--- src/rtl/dead_time_gen_pkg.sv ---
// Shared sizes and channel FSM encoding for the gate dead-time generator.
package dead_time_gen_pkg;

    localparam int DEF_N_CELLS  = 5;
    localparam int DEF_DT_WIDTH = 8;

    typedef enum logic [1:0] {
        IDLE = 2'd0,
        HIGH = 2'd1,
        LOW  = 2'd2,
        DEAD = 2'd3
    } dt_state_t;

endpackage

--- src/rtl/dead_time_gen_cell.sv ---
// One switch-pair channel: target-following FSM, dead-time counter and
// registered complementary gate drive.
module dead_time_cell
    import dead_time_gen_pkg::*;
#(
    parameter int DT_WIDTH = DEF_DT_WIDTH
) (
    input  logic                clk,
    input  logic                rst,
    input  logic                enable_eff,
    input  logic [DT_WIDTH-1:0] dt_cycles,
    input  logic                cmd,
    output logic                gate_h,
    output logic                gate_l
);

    dt_state_t           state;
    dt_state_t           state_nxt;
    logic [DT_WIDTH-1:0] count;
    logic [DT_WIDTH-1:0] count_nxt;
    logic [DT_WIDTH-1:0] dt_load;
    logic                target;
    logic                target_nxt;
    logic                h_nxt;
    logic                l_nxt;

    // Counter runs dt-1 .. 0, so the side asserts exactly dt edges after entry.
    assign dt_load = (dt_cycles == '0) ? '0 : dt_cycles - 1'b1;

    always_ff @(posedge clk) begin
        if (rst) begin
            state  <= IDLE;
            count  <= '0;
            target <= 1'b0;
            gate_h <= 1'b0;
            gate_l <= 1'b0;
        end else begin
            state  <= state_nxt;
            count  <= count_nxt;
            target <= target_nxt;
            gate_h <= h_nxt;
            gate_l <= l_nxt;
        end
    end

    always_comb begin
        state_nxt  = state;
        count_nxt  = count;
        target_nxt = target;
        if (!enable_eff) begin
            state_nxt = IDLE;
            count_nxt = '0;
        end else begin
            unique case (state)
                IDLE: begin
                    state_nxt  = DEAD;
                    count_nxt  = dt_load;
                    target_nxt = cmd;
                end
                HIGH, LOW: begin
                    if (cmd != (state == HIGH)) begin
                        target_nxt = cmd;
                        if (dt_cycles == '0) begin
                            state_nxt = cmd ? HIGH : LOW;
                        end else begin
                            state_nxt = DEAD;
                            count_nxt = dt_load;
                        end
                    end
                end
                DEAD: begin
                    if (cmd != target) begin
                        target_nxt = cmd;
                        count_nxt  = dt_load;
                    end else if (count == '0) begin
                        state_nxt = target ? HIGH : LOW;
                    end else begin
                        count_nxt = count - 1'b1;
                    end
                end
                default: state_nxt = IDLE;
            endcase
        end
    end

    always_comb begin
        h_nxt = (state_nxt == HIGH);
        l_nxt = (state_nxt == LOW);
    end

endmodule

--- src/rtl/dead_time_gen.sv ---
// Per-phase dead-time generator; DT_SHOOT_THROUGH_CHECK_EN adds the sticky
// shoot-through-request fault on dpwm_s/dpwm_sb agreement.
module dead_time_gen
    import dead_time_gen_pkg::*;
#(
    parameter int N_CELLS  = DEF_N_CELLS,
    parameter int DT_WIDTH = DEF_DT_WIDTH
) (
    input  logic                clk,
    input  logic                rst,
    input  logic                enable,
    input  logic [DT_WIDTH-1:0] dt_cycles,
    input  logic [N_CELLS-1:0]  dpwm_s,
    input  logic [N_CELLS-1:0]  dpwm_sb,
    output logic [N_CELLS-1:0]  gate_h,
    output logic [N_CELLS-1:0]  gate_l,
    output logic                fault
);

    logic enable_eff;

`ifdef DT_SHOOT_THROUGH_CHECK_EN
    logic shoot;

    assign shoot = enable & (|(dpwm_s ~^ dpwm_sb));

    always_ff @(posedge clk) begin
        if (rst) begin
            fault <= 1'b0;
        end else if (shoot) begin
            fault <= 1'b1;
        end
    end

    // The live request also gates, so the cells drop to 00 on the setting edge.
    assign enable_eff = enable & ~fault & ~shoot;
`else
    logic unused_sb;

    assign unused_sb  = ^dpwm_sb;
    assign fault      = 1'b0;
    assign enable_eff = enable;
`endif

    for (genvar i = 0; i < N_CELLS; i++) begin : g_cell
        dead_time_cell #(
            .DT_WIDTH(DT_WIDTH)
        ) u_cell (
            .clk       (clk),
            .rst       (rst),
            .enable_eff(enable_eff),
            .dt_cycles (dt_cycles),
            .cmd       (dpwm_s[i]),
            .gate_h    (gate_h[i]),
            .gate_l    (gate_l[i])
        );
    end

endmodule
--- config.mk ---
export PLATFORM = sky130hd
export DESIGN_NAME = dead_time_gen
export DESIGN_NICKNAME = d
export VERILOG_FILES = /design/src/rtl/dead_time_gen_pkg.sv /design/src/rtl/dead_time_gen_cell.sv /design/src/rtl/dead_time_gen.sv
export SDC_FILE = /design/constraint.sdc
export NUM_CORES = 1
export LEC_CHECK = 0
export CORE_ASPECT_RATIO = 0.75
export CORE_MARGIN = 1
export CORE_UTILIZATION = 30
export DETAILED_ROUTE_END_ITERATION = 10
export SKIP_LAST_GASP = 1
export SLEW_MARGIN = 5
export SYNTH_ARGS = -nofsm -noshare
export SYNTH_HDL_FRONTEND = slang
export SYNTH_HIERARCHICAL = 1
export SYNTH_SLANG_ARGS = --single-unit
export TNS_END_PERCENT = 30
--- constraint.sdc ---
create_clock -name clk -period 2.1 [get_ports clk]
set_input_delay 0.21 -clock clk [delete_from_list [all_inputs] [get_ports clk]]
set_output_delay 0.21 -clock clk [all_outputs]
set_load 0.005 [all_outputs]
---- Word-level counts from Yosys, hierarchy flattened ----
Index checks and enable logic that the tools add are counted.
W data, S select, Z words.
word-level totals
  bits in read-only memories .............. 0
  bits in registers ....................... 65
  output and inout bits ................... 11
  bits in latches ......................... 0
  logic and storage cells ................. 191
  bits in writable memories ............... 0
  memories ................................ 0
operators by class
  order comparisons ....................... 0
  divide/modulo/power cells ............... 0
  multipliers ............................. 0
  add/sub/neg operators ................... 6
  multiplexer cells ....................... 77
  bitwise logic cells ..................... 1
  equal/unequal tests ..................... 55
  shift operators ......................... 0
  reductions and logical operators ........ 27
operator list
  operator               number
  $mux W8                17
  $pmux W8 S3            5
  $mux W2                35
  $logic_not A8 Y1       6
  $sub A8 B1 Y8 const B  6
  $eq A2 B2 Y1 const B   15
  $pmux W2 S3            5
  $reduce_and A3 Y1      10
  $eq A2 B1 Y1 const B   10
  $ne A2 B1 Y1 const B   10
  $ne A3 B2 Y1 const B   5
  $pmux W1 S3            5
  $reduce_or A2 Y1       6
  $logic_not A2 Y1       5
  $mux W1                10
  $ne A1 B1 Y1           10
  $ne A2 B2 Y1 const B   5
  $not A1 Y1             1

---- Depth between registers and ports, before layout ----
  depth after elaboration ................. 6
  mapped depth ............................ 9

---- By module ----
The synthesis kept the hierarchy.
modules (own cells, without submodules)
  module                                 area each (sq um)  sequential area each (sq um)  cells each  instances
  dead_time_cell (g_cell[0].u_cell ...)  1033.5             260.2                         141         4
  dead_time_cell (g_cell[4].u_cell)      1014.7             260.2                         125         1
  dead_time_gen                          11.3               0.0                           2           1

---- Worst setup path after synthesis ----
Ideal clock, no wire load.
  path type ............................... register to register
  start point ............................. register g_cell[0].u_cell.count[0]
  end point ............................... register g_cell[0].u_cell.gate_l
  data required time ...................... 2.027 ns
  cell stages (with the launch flop) ...... 8
  buffers on the path ..................... 0
  data arrival time ....................... 2.036 ns
  setup time .............................. 0.073 ns
  slack ................................... -0.009 ns
  clock period less this slack ............ 2.109 ns
  cells stage by stage .................... dfxtp_1 inv_1 ha_1 or3b_1 or4_4 a22o_1 a221oi_4 nor3b_2
between the ends
  longest elaborated chain between the ends .. 6
RTL lines
  item                    RTL line                  text
  from (decl)             dead_time_gen_cell.sv:19  logic [DT_WIDTH-1:0] count;
  from (signal assigned)  dead_time_gen_cell.sv:39  count <= count_nxt;
  $logic_not A8 Y1        dead_time_gen_cell.sv:75  end else if (count == '0) begin
  $mux W2                 dead_time_gen_cell.sv:75
  $mux W2                 dead_time_gen_cell.sv:72  if (cmd != target) begin
  $pmux W2 S3             dead_time_gen_cell.sv:54  unique case (state)
  $mux W2                 dead_time_gen_cell.sv:50  if (!enable_eff) begin
  $eq A2 B2 Y1            dead_time_gen_cell.sv:88  l_nxt = (state_nxt == LOW);
  to (signal assigned)    dead_time_gen_cell.sv:42  gate_l <= l_nxt;
  to (decl)               dead_time_gen_cell.sv:14  output logic gate_l
Every way passes these cells.
A chain may end at the register's enable or synchronous reset.

---- Worst setup path in the final report ----
  start point ............................. register g_cell[2].u_cell.count[0]
  end point ............................... register g_cell[2].u_cell.count[0]
between the ends
  longest elaborated chain between the ends .. 4
  elaborated cells on any way between the ends .. 7
  classes of those cells .................. add/sub (1); eq/ne (1); mux (3); reduce/logical (2)
RTL lines
  item                    RTL line                  text
  from (decl)             dead_time_gen_cell.sv:19
  from (signal assigned)  dead_time_gen_cell.sv:39
  $sub A8 B1 Y8           dead_time_gen_cell.sv:78  count_nxt = count - 1'b1;
  $mux W8                 dead_time_gen_cell.sv:75
  $mux W8                 dead_time_gen_cell.sv:72
  $pmux W8 S3             dead_time_gen_cell.sv:54
Parallel ways exist; a longest one is shown, timed or not. The select of a mux whose other input is x is not followed.

==> flow_summary_export.csv <==
group,metric,value,unit
synthesis,syn-num-nets,737,
placed_design,routabilityCongestion,0.8644,
synthesis,synth-warning-count,6,
setup_path,r2r-start,"g_cell[2].u_cell/count[0]",
timing,maxSlewViolCount,0,
timing,tightest_slew,0.6008,ns
clocking,cts.htree.levels,3,
min_path,hp-class,"flip-flop to flip-flop",
placed_design,io_buffers,25,
finish,area_growth,40.64,%
power_and_ir_drop,p_leak,2.952,nW
outcome,violations,"negative setup slack",
power_and_ir_drop,vdd_drop_max,405.5,µV
setup_path,path_buf_inv,13,
finish,final_common_cell,"buf_4",
finish,drive_gt1_frac,0.2666,
finish,antenna_cells,0,
global_route,grt_usage,0.1763,
timing,setup_viol_count_final,3,
clocking,tritoncts,"yes",
synthesis,ys_seq_area_frac,0.2522,
setup_path,criticalPathCategory,"flip-flop to flip-flop",
route,drc,0,
route,drt_first_pass_iters,5,
timing,hold_viol,0,
setup_path,slowest_delay,0.33,ns
synthesis,synthFlopType,"dfxtp_1",
synthesis,syn_area_per_cell,7.467,µm²
floorplanning,dieArea,17730,µm²
setup_path,critPathCaptureType,"flip-flop",
timing,fmax,469.1,MHz
setup_path,critPathLaunch,"g_cell[2].u_cell/count[0]",
setup_path,critPathSlowestCell,"dfxtp_2",
timing,grt_setup_unrepaired,"yes",
finish,layout_common_cells,"149 x buf_4, 73 x nor2_1, 58 x dfxtp_1",
synthesis,ys_seq_elements,65,
outcome,status,"finished, violations left",
setup_path,crit_family,"buffers and inverters",
floorplanning,rows,41,
clocking,clk_pin_slew,0.05,ns
floorplanning,fp.dieH,115.6,µm
floorplanning,die_w,153.4,µm
route,postRouteAntennaNets,0,
power_and_ir_drop,power.density,637.2,nW/µm²
timing,holdWs,0.4736,ns
floorplanning,core,16830,µm²
synthesis,syn_area,5160,µm²
floorplanning,initial_core_util,0.3067,
clocking,cts_buffers,9,
global_route,grt_pass1_vias,5128,
timing,finalCritPeriodShare,1.015,
min_path,hp-start,"g_cell[0].u_cell/count[6]",
setup_path,cp.required,2.31,ns
route,num_vias,5715,
route,drt_iter0_markers,347,
clocking,cts-root-buf,"clkbuf_16",
timing,period_minus_slack,2.132,ns
synthesis,synthCells,691,
route,wl,15550,µm
synthesis,async_flop_share,0,
clocking,cts.path.max_buffers,2,
placed_design,dp_hpwl,11200,µm
floorplanning,io_pins,32,
timing,slew_headroom,0.5982,
finish,nets,900,
global_route,antenna_found_initial,0,
clocking,worstSkewPairLatency,0.34,ns
setup_path,cp_common_cell,"buf_4",
power_and_ir_drop,finalPower,4.624,mW
setup_path,crit_path_start_kind,"flip-flop",
synthesis,synth_cell_type_count,59,
timing,worst_slack,-0.03185,ns
route,viasPerCell,5.321,
synthesis,synth_edf_count,0,
setup_path,crit_fanout,2,
setup_path,cp_cell_sequence,"inv_2 > buf_4 > buf_4 > buf_4 > buf_4 > buf_4 > buf_4 > buf_4 > buf_4 > buf_4 > buf_4 > buf_4 > buf_4 > nor3_1 > nor3_1",
global_route,grt_max_degree,19,
route,wire_per_inst,14.48,µm
setup_path,cp.arrival,2.34,ns
global_route,grt_pass1_wl,25390,µm
timing,skew,0.01004,ns
clocking,numClockSinks,65,
global_route,gr-total-overflow,0,
run,drv_cap,0,
-- sequential cells by signal (all words and copies together), names as in the netlist --
signal                count
g_cell.u_cell/count      40
g_cell.u_cell/gate_h      5
g_cell.u_cell/gate_l      5
g_cell.u_cell/state      10
g_cell.u_cell/target      5
-- worst reg2reg max path: cells and delay by family, from the launching register on --
kind                   cells  cell delay (ns)
buffers and inverters     13             1.44
DFF                        1             0.33
and+or+nand+nor            2             0.23
-- through the flow --
step	cells	utilization	TNS, ns	area [µm²]	worst slack [ns]
after detailed placement	1037	0.3918	-14.16	6593	-0.3701
after global placement	1037	0.3918	-14.13	6593	-0.3526
after floorplan	691	-	-0.02567	5165	-0.008557
final	1074	0.4313	-0.04603	7257	-0.03185
after CTS	1068	0.4226	-0.1016	7111	-0.03979
after global routing	1074	0.4313	-0.8717	7257	-0.1020
-- cell usage after synthesis (6+ instances only) --
master	n	share of area
nor3_1	49	0.048
or3b_1	8	0.014
a31oi_1	16	0.019
xnor2_1	10	0.017
dfxtp_1	65	0.25
a32o_1	14	0.027
or4_1	8	0.012
nor2b_1	6	0.0073
nor2_1	73	0.053
nand2b_1	19	0.023
inv_1	48	0.035
nor4_1	16	0.019
mux2i_1	7	0.014
o21ai_0	57	0.055
nor3b_1	12	0.017
nand2_1	49	0.036
a21oi_1	57	0.055
ha_1	25	0.061
a22oi_1	9	0.013
o32ai_1	8	0.014
clkbuf_1	19	0.014
xor2_1	6	0.010
a22o_1	8	0.014
nand3_1	10	0.0097
or3_1	6	0.0073
-- repair_timing --
| action | 4_1_cts | 5_1_grt |
|---|---|---|
| pin swaps | 16 | 15 |
| hold buffers | 0 | 0 |
| setup endpoints to repair | 14 | 50 |
| setup buffers | 15 | 6 |
| resized for setup | 23 | 27 |
-- cell type report --
type                       count  area, µm²
fill                        1667       9569
multi-input combinational    552       3717
timing repair buffer         178       1434
sequential                    65       1310
tap                          215      269.0
clock buffer                   9      225.2
inverter                      48      182.7
clock inverter                 7      118.9
-- routing by layer --
metal / track usage / vias up / share of wire
met5: 0 / - / 0
met4: 0.03400 / 0 / 0.0047
met3: 0.03366 / 9 / 0.055
met2: 0.2721 / 145 / 0.43
met1: 0.2554 / 2666 / 0.51
li1: - / 2895 / -
-- cell families (layout without fill, tap and decap cells) --
family | after synthesis | count (layout) | share of synthesized area
xor+xnor | 16 | 16 | 0.02716
flops | 65 | 65 | 0.2522
mux | 11 | 11 | 0.02231
buf+inv | 74 | 242 | 0.05577
simple gates | 291 | 291 | 0.3099
compound gates | 207 | 207 | 0.2694
other cells | 1 | 1 | 0.0007268
fa+ha+maj | 26 | 26 | 0.06256
-- power breakdown --
part           switching (mW)  internal (mW)  total [mW]
combinational           0.732          0.723        1.46
sequential             0.0817           1.32        1.40
clock                   0.610           1.16        1.77
-- path summary, 6_finish.rpt --
kind | to | slack (ns) | cells after the start
max | g_cell[2].u_cell/count[0] | -0.03 | 15
min | g_cell[0].u_cell/count[6] | 0.47 | 2
max reg2reg | g_cell[2].u_cell/count[0] | -0.03 | 15
min reg2reg | g_cell[0].u_cell/count[6] | 0.47 | 2
(Power assumes the default switching activity.)
